$ cat config.mk
export PLATFORM = sky130hd
export DESIGN_NAME = fft_result_streamer_flat
export DESIGN_NICKNAME = d
export VERILOG_FILES = /design/src/rtl/fft_result_streamer_pkg.sv /design/src/rtl/fft_result_streamer_if.sv /design/src/rtl/fft_result_streamer_bitrev_idx.sv /design/src/rtl/fft_result_streamer.sv /design/src/flat_wrapper.sv
export SDC_FILE = /design/constraint.sdc
export NUM_CORES = 1
export LEC_CHECK = 0
export CAP_MARGIN = 20
export CORE_AREA = 2 2 337 206
export DETAILED_ROUTE_END_ITERATION = 10
export DIE_AREA = 0 0 339 208
export SETUP_SLACK_MARGIN = 0.4
export SLEW_MARGIN = 20
export SYNTH_ARGS = -nofsm -noshare
export SYNTH_HDL_FRONTEND = slang
export SYNTH_HIERARCHICAL = 1
export SYNTH_SLANG_ARGS = --single-unit
$ cat constraint.sdc
create_clock -name clk -period 18.38 [get_ports clk]
set_input_delay 1.838 -clock clk [delete_from_list [all_inputs] [get_ports clk]]
set_output_delay 1.838 -clock clk [all_outputs]
set_load 0.05 [all_outputs]
$ cat src/rtl/fft_result_streamer_pkg.sv
// Shared constants and state encoding for the FFT result streamer and its helpers.
package fft_result_streamer_pkg;

  localparam int unsigned SfpExpW      = 4;
  localparam int unsigned SfpSigW      = 4;
  localparam int unsigned SfpFormatW   = 1 + SfpExpW + SfpSigW;
  localparam int unsigned FftMaxPoints = 32;
  localparam int unsigned FftIdxW      = 5;

  typedef enum logic {
    StIdle   = 1'b0,
    StStream = 1'b1
  } state_e;

  // Position of the highest set bit; 0 for v <= 1.
  function automatic int unsigned floor_log2(input int unsigned v);
    int unsigned r;
    r = 0;
    for (int i = 0; i < 32; i++) begin
      if (v[i]) r = i;
    end
    return r;
  endfunction

endpackage

$ cat src/rtl/fft_result_streamer_if.sv
// Valid/ready stream carrying one complex FFT bin per beat plus its index.
interface fft_result_streamer_if
  import fft_result_streamer_pkg::*;
#(
  parameter int unsigned FormatWidth = SfpFormatW,
  parameter int unsigned IdxW        = FftIdxW
) ();

  logic                   valid;
  logic                   ready;
  logic [FormatWidth-1:0] re;
  logic [FormatWidth-1:0] im;
  logic [IdxW-1:0]        index;
  logic                   last;

  modport master (output valid, re, im, index, last, input ready);
  modport slave  (input valid, re, im, index, last, output ready);

endinterface

$ cat src/rtl/fft_result_streamer_bitrev_idx.sv
// Reverses the low log2len_i bits of cnt_i; bits above that range pass through.
module fft_result_streamer_bitrev_idx #(
  parameter int unsigned IdxW  = 5,
  parameter int unsigned Log2W = $clog2(IdxW + 1)
) (
  input  logic [IdxW-1:0]  cnt_i,
  input  logic [Log2W-1:0] log2len_i,
  output logic [IdxW-1:0]  idx_o
);

  logic [IdxW-1:0]  full_rev;
  logic [IdxW-1:0]  mask;
  logic [Log2W-1:0] shamt;

  always_comb begin
    full_rev = '0;
    for (int i = 0; i < int'(IdxW); i++) begin
      full_rev[i] = cnt_i[int'(IdxW) - 1 - i];
    end
    // Reversing all IdxW bits puts the wanted field at the top; shift it back down.
    shamt = Log2W'(IdxW) - log2len_i;
    mask  = ~({IdxW{1'b1}} << log2len_i);
    idx_o = ((full_rev >> shamt) & mask) | (cnt_i & ~mask);
  end

endmodule

$ cat src/rtl/fft_result_streamer.sv
// Snapshots the FFT output buses on fft_done rising and replays the frame as a
// valid/ready stream, one complex bin per beat, in natural or bit-reversed order.
module fft_result_streamer
  import fft_result_streamer_pkg::*;
#(
  parameter int unsigned FormatWidth = SfpFormatW,
  parameter int unsigned NPoint      = FftMaxPoints,
  parameter int unsigned IdxW        = FftIdxW,
  parameter bit          BitRev      = 1'b0
) (
  input  logic                          clk,
  input  logic                          rst,
  input  logic [10:0]                   fft_size_i,
  input  logic                          fft_done_i,
  input  logic [NPoint*FormatWidth-1:0] output_real_i,
  input  logic [NPoint*FormatWidth-1:0] output_imag_i,
  fft_result_streamer_if.master         m_if,
  output logic                          busy_o,
  output logic                          overrun_o
);

  localparam int unsigned LenW  = IdxW + 1;
  localparam int unsigned Log2W = $clog2(IdxW + 1);

  state_e                 state_q, state_d;
  logic [IdxW-1:0]        cnt_q, cnt_d;
  logic [LenW-1:0]        len_q, len_d;
  logic [Log2W-1:0]       log2len_q, log2len_d;
  logic                   fft_done_q;
  logic                   overrun_q, overrun_d;
  logic [FormatWidth-1:0] re_out_q, re_out_d;
  logic [FormatWidth-1:0] im_out_q, im_out_d;
  logic [IdxW-1:0]        idx_q, idx_d;
  logic                   last_q, last_d;

  logic [FormatWidth-1:0] re_buf_q [NPoint];
  logic [FormatWidth-1:0] im_buf_q [NPoint];

  logic            done_rise;
  logic [LenW-1:0] len_in;
  logic            capture;
  logic [IdxW-1:0] cnt_nxt;
  logic [IdxW-1:0] k_rev;
  logic [IdxW-1:0] k_nxt;

  assign done_rise = fft_done_i & ~fft_done_q;
  assign len_in    = (fft_size_i > 11'(NPoint)) ? LenW'(NPoint) : fft_size_i[IdxW:0];
  assign capture   = (state_q == StIdle) & done_rise & (len_in >= LenW'(2));
  assign cnt_nxt   = cnt_q + IdxW'(1);
  assign k_nxt     = BitRev ? k_rev : cnt_nxt;

  fft_result_streamer_bitrev_idx #(
    .IdxW  (IdxW),
    .Log2W (Log2W)
  ) u_bitrev (
    .cnt_i     (cnt_nxt),
    .log2len_i (log2len_q),
    .idx_o     (k_rev)
  );

  // Frame buffer has no reset: contents are only read after a capture.
  always_ff @(posedge clk) begin
    if (capture) begin
      for (int k = 0; k < int'(NPoint); k++) begin
        re_buf_q[k] <= output_real_i[k*FormatWidth +: FormatWidth];
        im_buf_q[k] <= output_imag_i[k*FormatWidth +: FormatWidth];
      end
    end
  end

  always_comb begin
    state_d   = state_q;
    cnt_d     = cnt_q;
    len_d     = len_q;
    log2len_d = log2len_q;
    re_out_d  = re_out_q;
    im_out_d  = im_out_q;
    idx_d     = idx_q;
    last_d    = last_q;
    overrun_d = overrun_q | (done_rise & (state_q == StStream));
    unique case (state_q)
      StIdle: begin
        if (capture) begin
          state_d   = StStream;
          cnt_d     = '0;
          len_d     = len_in;
          log2len_d = Log2W'(floor_log2(32'(len_in)));
          // Bin 0 is first in either order, so the first beat comes straight off the bus.
          re_out_d  = output_real_i[FormatWidth-1:0];
          im_out_d  = output_imag_i[FormatWidth-1:0];
          idx_d     = '0;
          last_d    = 1'b0;
        end
      end
      StStream: begin
        if (m_if.ready) begin
          if (last_q) begin
            state_d = StIdle;
            last_d  = 1'b0;
          end else begin
            cnt_d    = cnt_nxt;
            re_out_d = re_buf_q[k_nxt];
            im_out_d = im_buf_q[k_nxt];
            idx_d    = k_nxt;
            last_d   = ({1'b0, cnt_nxt} == (len_q - LenW'(1)));
          end
        end
      end
      default: state_d = StIdle;
    endcase
  end

  always_ff @(posedge clk or posedge rst) begin
    if (rst) begin
      state_q    <= StIdle;
      cnt_q      <= '0;
      len_q      <= '0;
      log2len_q  <= '0;
      fft_done_q <= 1'b0;
      overrun_q  <= 1'b0;
      re_out_q   <= '0;
      im_out_q   <= '0;
      idx_q      <= '0;
      last_q     <= 1'b0;
    end else begin
      state_q    <= state_d;
      cnt_q      <= cnt_d;
      len_q      <= len_d;
      log2len_q  <= log2len_d;
      fft_done_q <= fft_done_i;
      overrun_q  <= overrun_d;
      re_out_q   <= re_out_d;
      im_out_q   <= im_out_d;
      idx_q      <= idx_d;
      last_q     <= last_d;
    end
  end

  assign m_if.valid = (state_q == StStream);
  assign m_if.re    = re_out_q;
  assign m_if.im    = im_out_q;
  assign m_if.index = idx_q;
  assign m_if.last  = last_q;
  assign busy_o     = (state_q == StStream);
  assign overrun_o  = overrun_q;

endmodule
$ cat src/flat_wrapper.sv
// flat-port wrapper written by rule: the top's interface ports become plain ports
module fft_result_streamer_flat import fft_result_streamer_pkg::*;
#(
  parameter int unsigned FormatWidth = SfpFormatW,
  parameter int unsigned NPoint      = FftMaxPoints,
  parameter int unsigned IdxW        = FftIdxW,
  parameter bit          BitRev      = 1'b0
)
  (clk, rst, fft_size_i, fft_done_i, output_real_i, output_imag_i, busy_o, overrun_o, m_if_valid, m_if_re, m_if_im, m_if_index, m_if_last, m_if_ready);
  fft_result_streamer_if #(.FormatWidth(FormatWidth), .IdxW(IdxW)) m_if_i ();
  input  logic clk;
  input  logic rst;
  input  logic [10:0] fft_size_i;
  input  logic fft_done_i;
  input  logic [NPoint*FormatWidth-1:0] output_real_i;
  input  logic [NPoint*FormatWidth-1:0] output_imag_i;
  output logic busy_o;
  output logic overrun_o;
  output wire logic [$bits(m_if_i.valid)-1:0] m_if_valid;
  output wire logic [$bits(m_if_i.re)-1:0] m_if_re;
  output wire logic [$bits(m_if_i.im)-1:0] m_if_im;
  output wire logic [$bits(m_if_i.index)-1:0] m_if_index;
  output wire logic [$bits(m_if_i.last)-1:0] m_if_last;
  input wire logic [$bits(m_if_i.ready)-1:0] m_if_ready;
  assign m_if_valid = m_if_i.valid;
  assign m_if_re = m_if_i.re;
  assign m_if_im = m_if_i.im;
  assign m_if_index = m_if_i.index;
  assign m_if_last = m_if_i.last;
  assign m_if_i.ready = m_if_ready;
  fft_result_streamer #(.FormatWidth(FormatWidth), .NPoint(NPoint), .IdxW(IdxW), .BitRev(BitRev)) u_core (.clk(clk), .rst(rst), .fft_size_i(fft_size_i), .fft_done_i(fft_done_i), .output_real_i(output_real_i), .output_imag_i(output_imag_i), .m_if(m_if_i), .busy_o(busy_o), .overrun_o(overrun_o));
endmodule
==> impl_metrics.tcl <==
set metrics [dict create \
    status "finished clean" \
    timing.hold.worst.class "reg -> reg" \
    ios 618 \
    clk_pin_slew_worst_paths_ns 0.07 \
    synth_top_area_share_pct 73.9 \
    fin_ws_ns 12.89 \
    grt_pass1_vias 13795 \
    combinational_family_with_the_most_area_after_synthesis "multiplexers" \
    grtUsageTotal_pct 19.0 \
    post_synth_and_or_nand_nor_area_fraction_pct 1.43 \
    final_max_slew_viol_count 0 \
    clock.fmax_mhz 182 \
    synth.yosys.seq_area_share_pct 77.4 \
    post_synth_main_area_contributors "edfxtp_1 (74%), mux4_2 (16%), dfrtp_1 (3.5%), mux2_2 (1.7%), a222oi_1 (0.68%)" \
    worst_r2r_startpoint "u_core/busy_o" \
    r2r_slack_ns 14.05 \
    synth_flop_cell "edfxtp_1" \
    holdPathEnd "u_core/overrun_o" \
    start_util_pct 34.8 \
    layout-drive-gt1-share_pct 18.3 \
    routed_wl_mm 67.9 \
    clock_sinks 609 \
    fin_worst_skew_ns 0.0226 \
    clock_latency_ns 0.62 \
    grt_pass1_wl_mm 96.2 \
    synth_edf_count 576 \
    cellPowerDensity_nw_per_um2 134 \
    timing.max_slew.rel_slack_pct 17.6 \
    rows 74 \
    tns_ns 0 \
    period_minus_slack_ns 5.49 \
    layout_worst_path_cycle_share_pct 29.9 \
    drv_cap 0 \
    drcViolationCount 0 \
    grt_overflow_total 0 \
    critPathCaptureType "flop" \
    cp_data_arrival_time_ns 5.78 \
    synthAdderAreaFrac_pct 0.107 \
    postSynthAreaPerCell_sq_um 23.0 \
    synth_largest_area_cell "edfxtp_1" \
    clockRootBuffer "clkbuf_16" \
    die_w_um 339 \
    synth-xor-area-share_pct 0.556 \
    synth_compound_area_share_pct 1.77 \
    min_delay_path_depth 1 \
    worst-setup-path-type "in -> reg" \
    final-setup-viol-count 0 \
    floorplan.core_area_sq_um 67300 \
    num-nets-final 2249 \
    rr_endpoint "u_core/im_buf_q[10][2]" \
    antenna_left 0 \
    setup.worst_path.start_class "primary input" \
    rr_worst_depth 7 \
    yosys_warnings 6 \
    gp_congestion 0.820 \
    number_of_antenna_violations_at_the_first_check_in_global_routing 22 \
    area_growth_syn_to_layout_pct 39.0 \
    vdd_drop_max_uv 107 \
    chip_height_um 208 \
    drt-wirelength-per-cell_um 25.8 \
    detailed_place_hpwl_mm 49.0 \
    pre_cts_ws_ns 12.15 \
    hold_violations 0 \
    ys_ff_latch 609 \
    cts-buffers-inserted 57 \
    required_ns 18.68 \
    detailedRoute.firstIterationViolations 965 \
    final_util_pct 48.3 \
    post_synth_inst_count 1018 \
    critPathMaxFanout 148 \
    hold_start "u_core/overrun_o" \
    final.fill_count 5585 \
    slew_at_the_pin_closest_to_its_max_slew_limit_ns 1.24 \
    setup_repair_after_global_routing_missed_its_margin "no" \
    cts_tree "yes" \
    synth_area_sq_um 23400 \
    post_cts.repair.setup_buffers 0 \
    hold_bufs_inserted_after_cts 0 \
    detailroute.via_count 12687 \
    synth_async_sr_flop_share_pct 5.42 \
    synth.net_count 1611 \
    cts.repair.resized 0 \
    routed_via_density 4.83 \
    ctsLongestPathBuffers 3 \
    grt_start_max_net_pins 192 \
    multiplexer_share_of_the_synthesized_area_pct 17.3 \
    die_area_sq_um 70500 \
    p_leak_nw 10.5 \
    firstDrtPassIters 6 \
    cts_htree_levels 2 \
    synth_cell_types 38 \
    port_buffers 617 \
]
through the flow:
step           std cells  cell area (sq um)  hold slack, ns  power [mW]
6_report            2629              32500           0.478        4.36
5_1_grt             2618              32500           0.499        4.57
4_1_cts             2614              32500           0.483        4.45
3_5_place_dp        2507              30600           0.462        3.26
3_3_place_gp        2507              30600           0.465        3.25
2_1_floorplan       1018              23400           0.473        2.67
layer usage:
layer	wire length [um]	vias to the layer above	track usage, %	share of wire [%]
met2	33300	452	31.4	49
met5	77	-	0	0.11
met1	27900	6529	24.6	41
li1	-	5617	-	-
met4	943	12	3.72	1.4
met3	5700	77	6.48	8.4
worst max-delay path by stage:
stage,start,slack [ns],end,cells after the start
6_report,fft_done_i,12.89,u_core/im_buf_q[10][2],8
5_1_grt,fft_done_i,12.67,u_core/im_buf_q[6][2],8
4_1_cts,fft_done_i,12.79,u_core/im_buf_q[13][6],7
3_5_place_dp,fft_done_i,12.15,u_core/im_buf_q[13][0],7
3_3_place_gp,fft_done_i,12.28,u_core/im_buf_q[12][0],7
2_1_floorplan,fft_done_i,3.87,u_core/len_q[0],4
cell type report:
| cell class | count | area (sq um) | area share [%] |
|---|---|---|---|
| well taps | 912 | 1140 | 3.51 |
| repair buffers | 634 | 6360 | 19.5 |
| multi-input cells | 346 | 5000 | 15.4 |
| clock buffers | 72 | 1560 | 4.78 |
| diodes | 13 | 32.5 | 0.100 |
| inverters | 8 | 37.5 | 0.115 |
| flip-flops and latches | 609 | 18100 | 55.7 |
| clock inverters | 35 | 292 | 0.896 |
flip-flops by register name, summed over array words and instances, names as in the netlist:
register	cells
u_core/im_buf_q	288
u_core/m_if.index	5
u_core/busy_o	1
u_core/overrun_o	1
u_core/m_if.re	9
u_core/m_if.im	9
u_core/len_q	6
u_core/re_buf_q	288
u_core/m_if.last	1
u_core/fft_done_q	1
critical path: stages:
cell             delay (ns)
clkdlybuf4s50_1        0.50
nor3b_1                0.43
o41ai_2                0.15
buf_4                  0.22
inv_8                  0.69
buf_4                  0.85
buf_4                  0.56
buf_16                 0.31
synthesized netlist by cell type, types with 2 or more instances:
cell	instances
ha_1	2
nand2_1	34
a31oi_1	20
buf_6	8
nand3_1	7
or4_1	2
nor2_1	24
mux4_2	162
buf_2	17
mux2_2	35
buf_4	2
xnor2_1	8
o21ai_0	10
inv_1	8
clkbuf_1	27
xor2_1	5
a222oi_1	16
dfrtp_1	33
edfxtp_1	576
nor3b_1	4
report_power, final:
part	total, mW	internal, mW	switching (mW)
Clock	1.17	0.656	0.517
Combinational	1.55	0.746	0.805
Sequential	1.64	1.59	0.0483
Total	4.36	2.99	1.37
logic make-up after synthesis:
group / Yosys count
buffers and inverters: 63
xor gates and xnor gates: 14
adders and majority gates: 2
DFF: 609
AOI/OAI and AO/OA: 55
muxes: 198
and+or+nand+nor: 77
layout by cell type, fill, tap and decap left out, types with 7 or more instances in the layout:
cell type	count
o21ai_0	10
xnor2_1	7
a31oi_1	20
mux4_2	162
clkinv_2	10
nor2_1	22
clkbuf_1	10
clkinv_1	11
clkdlybuf4s50_1	617
clkbuf_16	59
mux2_2	35
diode_2	13
nand3_1	7
buf_4	13
nand2_1	33
edfxtp_1	576
a222oi_1	16
dfrtp_1	32
Note: power is estimated with default switching activity, not from simulation.
